<file path="src/rtl/ucsbece154b_defines.sv">
// Shared definitions for the in-order commit (retire) buffer.
//   DEF_DEPTH / DEF_TAGW : default entry count and tag width
//   RD_W / DATA_W        : register-address and result-data widths
//   REG_ZERO             : x0; an entry targeting it never writes the RF
//   entry_t              : one buffer entry {valid, done, we, rd, data}
package ucsbece154b_defines;

    localparam int DEF_DEPTH = 8;
    localparam int DEF_TAGW  = 3;
    localparam int RD_W      = 5;
    localparam int DATA_W    = 32;

    localparam logic [RD_W-1:0] REG_ZERO = 5'd0;

    typedef struct packed {
        logic              valid;
        logic              done;
        logic              we;
        logic [RD_W-1:0]   rd;
        logic [DATA_W-1:0] data;
    } entry_t;

endpackage

</file>
<file path="src/rtl/ucsbece154b_commit.sv">
// In-order retire buffer feeding both write ports of a dual-issue register file.
//   clk, reset            : clock, synchronous active-high reset
//   flush_i               : drop every un-retired entry
//   alloc_*               : up to two in-order allocations per cycle from decode
//   alloc_rdy_o           : at least two free entries (registered count only)
//   alloc_tag1_o/2_o      : tags handed to the two decode slots
//   cmp_*                 : two out-of-order completion lanes, addressed by tag
//   we3/a3/wd3_o1,_o2     : RF write ports; slot 1 = older, slot 2 = younger
//   retire_cnt_o          : entries retired this cycle (0..2)
//   count_o               : occupied entries
module ucsbece154b_commit
    import ucsbece154b_defines::*;
#(
    parameter int DEPTH = DEF_DEPTH,
    parameter int TAGW  = DEF_TAGW
) (
    input  logic              clk,
    input  logic              reset,
    input  logic              flush_i,

    input  logic              alloc_v1_i,
    input  logic              alloc_v2_i,
    input  logic [RD_W-1:0]   alloc_rd1_i,
    input  logic [RD_W-1:0]   alloc_rd2_i,
    input  logic              alloc_we1_i,
    input  logic              alloc_we2_i,
    output logic              alloc_rdy_o,
    output logic [TAGW-1:0]   alloc_tag1_o,
    output logic [TAGW-1:0]   alloc_tag2_o,

    input  logic              cmp_v1_i,
    input  logic [TAGW-1:0]   cmp_tag1_i,
    input  logic [DATA_W-1:0] cmp_wd1_i,
    input  logic              cmp_v2_i,
    input  logic [TAGW-1:0]   cmp_tag2_i,
    input  logic [DATA_W-1:0] cmp_wd2_i,

    output logic              we3_o1,
    output logic [RD_W-1:0]   a3_o1,
    output logic [DATA_W-1:0] wd3_o1,
    output logic              we3_o2,
    output logic [RD_W-1:0]   a3_o2,
    output logic [DATA_W-1:0] wd3_o2,
    output logic [1:0]        retire_cnt_o,
    output logic [TAGW:0]     count_o
);

    localparam int PTR_W = TAGW + 1;

    entry_t           ent_q [DEPTH];
    entry_t           ent_d [DEPTH];
    logic [PTR_W-1:0] head_q, head_d;
    logic [PTR_W-1:0] tail_q, tail_d;

    logic [TAGW-1:0]  hidx1, hidx2;
    entry_t           e1, e2;
    logic             r1, r2, same_rd;
    logic             a1, a2;

    // ------------------------------------------------------------------
    // Occupancy and allocation handshake
    // ------------------------------------------------------------------
    // Wrap bit makes tail-head the exact occupancy, including full.
    assign count_o      = tail_q - head_q;
    assign alloc_rdy_o  = (count_o <= PTR_W'(DEPTH - 2));
    assign alloc_tag1_o = tail_q[TAGW-1:0];
    assign alloc_tag2_o = alloc_v1_i ? (tail_q[TAGW-1:0] + TAGW'(1)) : tail_q[TAGW-1:0];

    assign a1 = alloc_v1_i & alloc_rdy_o & ~flush_i;
    assign a2 = alloc_v2_i & alloc_rdy_o & ~flush_i;

    // ------------------------------------------------------------------
    // Retire selection (from registered entries only)
    // ------------------------------------------------------------------
    assign hidx1 = head_q[TAGW-1:0];
    assign hidx2 = hidx1 + TAGW'(1);
    assign e1    = ent_q[hidx1];
    assign e2    = ent_q[hidx2];

    // Reset suppresses RF writes in the cycle it is asserted.
    assign r1 = ~reset & e1.valid & e1.done;
    assign r2 = r1 & e2.valid & e2.done;

    // Both retiring entries hit the same register: only the younger lands.
    assign same_rd = r2 & e1.we & e2.we & (e1.rd == e2.rd);

    assign we3_o1 = r1 & e1.we & ~same_rd;
    assign a3_o1  = r1 ? e1.rd   : REG_ZERO;
    assign wd3_o1 = r1 ? e1.data : '0;
    assign we3_o2 = r2 & e2.we;
    assign a3_o2  = r2 ? e2.rd   : REG_ZERO;
    assign wd3_o2 = r2 ? e2.data : '0;

    assign retire_cnt_o = {r2, r1 & ~r2};

    // ------------------------------------------------------------------
    // Next state
    // ------------------------------------------------------------------
    // Alloc targets free slots and completion/retire target valid ones,
    // so the three updates never collide on one entry.
    always_comb begin
        for (int i = 0; i < DEPTH; i++) ent_d[i] = ent_q[i];
        head_d = head_q + PTR_W'(retire_cnt_o);
        tail_d = tail_q + PTR_W'(a1) + PTR_W'(a2);

        // Lane 2 is applied last so it wins a same-tag collision.
        if (cmp_v1_i && ent_q[cmp_tag1_i].valid) begin
            ent_d[cmp_tag1_i].data = cmp_wd1_i;
            ent_d[cmp_tag1_i].done = 1'b1;
        end
        if (cmp_v2_i && ent_q[cmp_tag2_i].valid) begin
            ent_d[cmp_tag2_i].data = cmp_wd2_i;
            ent_d[cmp_tag2_i].done = 1'b1;
        end

        if (r1) begin
            ent_d[hidx1].valid = 1'b0;
            ent_d[hidx1].done  = 1'b0;
        end
        if (r2) begin
            ent_d[hidx2].valid = 1'b0;
            ent_d[hidx2].done  = 1'b0;
        end

        if (a1) begin
            ent_d[alloc_tag1_o].valid = 1'b1;
            ent_d[alloc_tag1_o].done  = 1'b0;
            ent_d[alloc_tag1_o].we    = alloc_we1_i & (alloc_rd1_i != REG_ZERO);
            ent_d[alloc_tag1_o].rd    = alloc_rd1_i;
            ent_d[alloc_tag1_o].data  = '0;
        end
        if (a2) begin
            ent_d[alloc_tag2_o].valid = 1'b1;
            ent_d[alloc_tag2_o].done  = 1'b0;
            ent_d[alloc_tag2_o].we    = alloc_we2_i & (alloc_rd2_i != REG_ZERO);
            ent_d[alloc_tag2_o].rd    = alloc_rd2_i;
            ent_d[alloc_tag2_o].data  = '0;
        end

        // Flush keeps this cycle's retires (head_d already advanced).
        if (flush_i) begin
            for (int i = 0; i < DEPTH; i++) begin
                ent_d[i].valid = 1'b0;
                ent_d[i].done  = 1'b0;
            end
            tail_d = head_d;
        end
    end

    always_ff @(posedge clk) begin
        if (reset) begin
            head_q <= '0;
            tail_q <= '0;
            for (int i = 0; i < DEPTH; i++) ent_q[i] <= '0;
        end else begin
            head_q <= head_d;
            tail_q <= tail_d;
            for (int i = 0; i < DEPTH; i++) ent_q[i] <= ent_d[i];
        end
    end

endmodule

</file>
<file path="config.mk">
export PLATFORM = sky130hd
export DESIGN_NAME = ucsbece154b_commit
export DESIGN_NICKNAME = d
export VERILOG_FILES = /design/src/rtl/ucsbece154b_defines.sv /design/src/rtl/ucsbece154b_commit.sv
export SDC_FILE = /design/constraint.sdc
export NUM_CORES = 1
export LEC_CHECK = 0
export CAP_MARGIN = 15
export CORE_MARGIN = 2
export CORE_UTILIZATION = 37
export DETAILED_ROUTE_END_ITERATION = 10
export PLACE_DENSITY = 0.6
export SLEW_MARGIN = 20
export SYNTH_ARGS = -nofsm -noshare
export SYNTH_HDL_FRONTEND = slang
export SYNTH_SLANG_ARGS = --single-unit
</file>
<file path="constraint.sdc">
create_clock -name clk -period 3.55 [get_ports clk]
set_input_delay 0.355 -clock clk [delete_from_list [all_inputs] [get_ports clk]]
set_output_delay 0.355 -clock clk [all_outputs]
set_load 0.02 [all_outputs]
</file>
==> qor.yml <==
run_status:
  status: "completed"
worst_setup_path:
  cp_common_cell: "buf_4"
  arrival_ps: 3160
  crit_path_top_delay_cell: "or4_4"
  critPathTopFamily: "buffers and inverters"
  ff2ff_setup_slack_ps: 210
  cpPeakStageDelay_ps: 580
  cp_num_buf_inv: 4
  r2r-end: "tail_q[3]"
  path_cells: "buf_4 > ha_4 > xor2_4 > buf_12 > nand2_1 > o22ai_1 > or4_4 > buf_4 > a21oi_2 > a41oi_2 > clkbuf_2"
  r2r_cells: 16
  cp_max_fo: 8
  cp.depth: 11
  path_class: "reg -> out"
  cp_data_required_time_ps: 3190
  cp-end-kind: "output pin"
  r2r-start: "head_q[0]"
  start_kind: "flop"
global_routing:
  busiest_layer: "met2"
  overflow: 0
  use_met3_pct: 5.957
  use_met2_pct: 45.03
  grt_max_degree: 66
  gr-usage-met1_pct: 36.45
  grt_util_all_layers_pct: 28.09
  antenna_found_initial: 4
  grt_pass1_wl_mm: 120.1
  first_global_vias: 18802
synthesis:
  synth_top_area_share_pct: 33.01
  syn_inst: 2160
  synthTopCellsByCount: "nor2_1, dfxtp_1, mux2i_1, a211oi_1, clkbuf_1"
  async_flop_share_pct: 0
  synth_edf_count: 0
  yosysUniqueCellTypes: 64
  ys_ff_latch: 328
  yosysMostFrequentCell: "nor2_1"
  ys_top_cells_by_area: "dfxtp_1, mux2i_1, a211oi_1, mux4_2, nor2_1"
  yosysTopAreaCell: "dfxtp_1"
  syn_nets: 2260
  synth.avg_cell_area_um2: 9.210
  yosysWarnings: 0
  synth_top_flop_cell: "dfxtp_1"
  yosysSeqAreaShare_pct: 33.01
  synth.cell_area_um2: 19890
clock_network:
  clock_latency_ps: 570
  root_buffer: "clkbuf_16"
  cts_num_sinks: 328
  h-tree-depth: 2
  cts-buffers-inserted: 39
  clockBufferDepth: 3
  cts_tree: "done"
  ctsHoldBuffers: 0
  clk_pin_slew_ps: 60
timing:
  slew_headroom_pct: 39.46
  fmax_mhz: 284.4
  layout_min_cycle_time_ps: 3517
  fin_skew_ps: 20.32
  report.final.slew_viol_count: 0
  grt_setup_unrepaired: "no"
  hold_viol: 0
  hold_ws_ps: 436.6
  fin_crit_sh_pct: 99.06
  setup_viol: 0
  worstMarginPinSlew_ps: 908.1
flow_run:
  cap_violations: 0
worst_hold_path:
  min_path_cells: 3
  hold_path_startpoint: "reset"
  hp-class: "in -> reg"
  hold_end: "tail_q[1]"
die:
  rows: 84
  die_h_um: 235.9
  initial_utilization_pct: 37.63
  core_um2: 52870
  die_area_um2: 55630
  dieWidth_um: 235.9
  ioPinCount: 178
routing:
  ant_nets: 0
  num_vias: 19019
  vias_per_cell: 6.491
  wl_per_cell_um: 27.57
  drt-pass1-iter-count: 6
  drtIter0Drc: 2035
  drc_errors: 0
  drt_wl_total_mm: 80.77
pwr:
  leakagePower_uw: 0.01037
  ir_worst_vdd_v: 0.0002496
  powerDensity_nw_per_um2: 347.2
place:
  dp_hpwl_mm: 47.27
  finalWeightedCongestion: 0.8944
  dpl_cell_area_um2: 22520
  io_buffers: 177
final_layout:
  area_delta_synth_final_pct: 20.23
  fillCellCount: 4982
  drive_above_1_share_pct: 16.73
  final_cell_area_um2: 23920
  final_nets: 2314
-- sequential cells by signal (all words and copies together) (netlist names) --
register  cells
head_q        4
tail_q        4
ent_q       320
-- what timing repair did --
action / in CTS / in global routing
setup buffers: 8 / 4
pin swaps: 1 / 3
gates cloned: 0 / 1
gates resized for setup: 211 / 23
endpoints found under the setup margin: 74 / 51
-- final cells by class --
class	count	area, um2	share of cell area [%]
flip-flops and latches	328	6575	27.49
repair buffers	293	2889	12.08
diodes	1	2.502	0.01046
multi-input cells	1540	12310	51.47
inverters	12	47.55	0.1988
clock buffers	57	1135	4.745
well taps	688	860.8	3.599
clock inverters	11	97.59	0.4080
-- how the worst max path moves through the flow --
stage	to	startpoint	slack, ps
after floorplan	tail_q[1]	tail_q[0]	80
after global placement	we3_o1	head_q[0]	130
after detailed placement	we3_o1	head_q[0]	90
after CTS	we3_o1	head_q[1]	-160
after global routing	count_o[3]	head_q[1]	0.3
final	we3_o1	head_q[0]	30
-- tightest hold or removal path, stage by stage --
cell and delay (ps):
buf_2 120, buf_4 320, nor2_1 160
-- cell usage in the layout, fill, tap and decap left out, types with 14 or more instances in the layout --
master / synthesis / final
clkbuf_16: 0 / 41
nor2_1: 370 / 367
mux4_2: 78 / 78
or4_1: 14 / 14
dlygate4sd2_1: 0 / 24
o22a_1: 24 / 24
buf_12: 0 / 31
buf_2: 60 / 28
a211oi_1: 294 / 294
buf_4: 19 / 90
mux2i_1: 328 / 327
o22ai_1: 93 / 93
o221ai_1: 30 / 30
nand2_1: 56 / 56
o21ai_0: 14 / 14
dfxtp_1: 328 / 325
clkdlybuf4s50_1: 0 / 104
nand3_2: 2 / 14
-- layer usage --
metal / up-vias / wire length [um]
li1: 8252 / -
met1: 9328 / 32370
met2: 1186 / 36940
met3: 247 / 8021
met4: 6 / 3406
met5: - / 35
-- per-stage QoR --
step	power [uW]	setup slack, ps	TNS (ps)	std cells	util, %
global route	8515	0.3209	0	2930	45.24
CTS	8321	-163.9	-225.0	2924	44.94
finish	8305	33.25	0	2930	45.24
detailed placement	4406	91.30	0	2848	42.59
global placement	4401	125.3	0	2848	42.59
floorplan	4127	80.11	0	2160	-
-- where the power goes --
| group | switching [uW] | internal [uW] |
|---|---|---|
| Combinational | 394 | 226 |
| Sequential | 21.1 | 3700 |
| Clock | 1670 | 2290 |
-- kinds of logic after synthesis --
logic type	after synthesis	synth area share, %
buf+inv	292	6.447
mux	417	25.96
flops	328	33.01
simple gates	560	12.50
fa+ha+maj	11	0.8051
compound gates	535	20.53
xor+xnor	17	0.7485
Power figures use the tool's default switching activity.
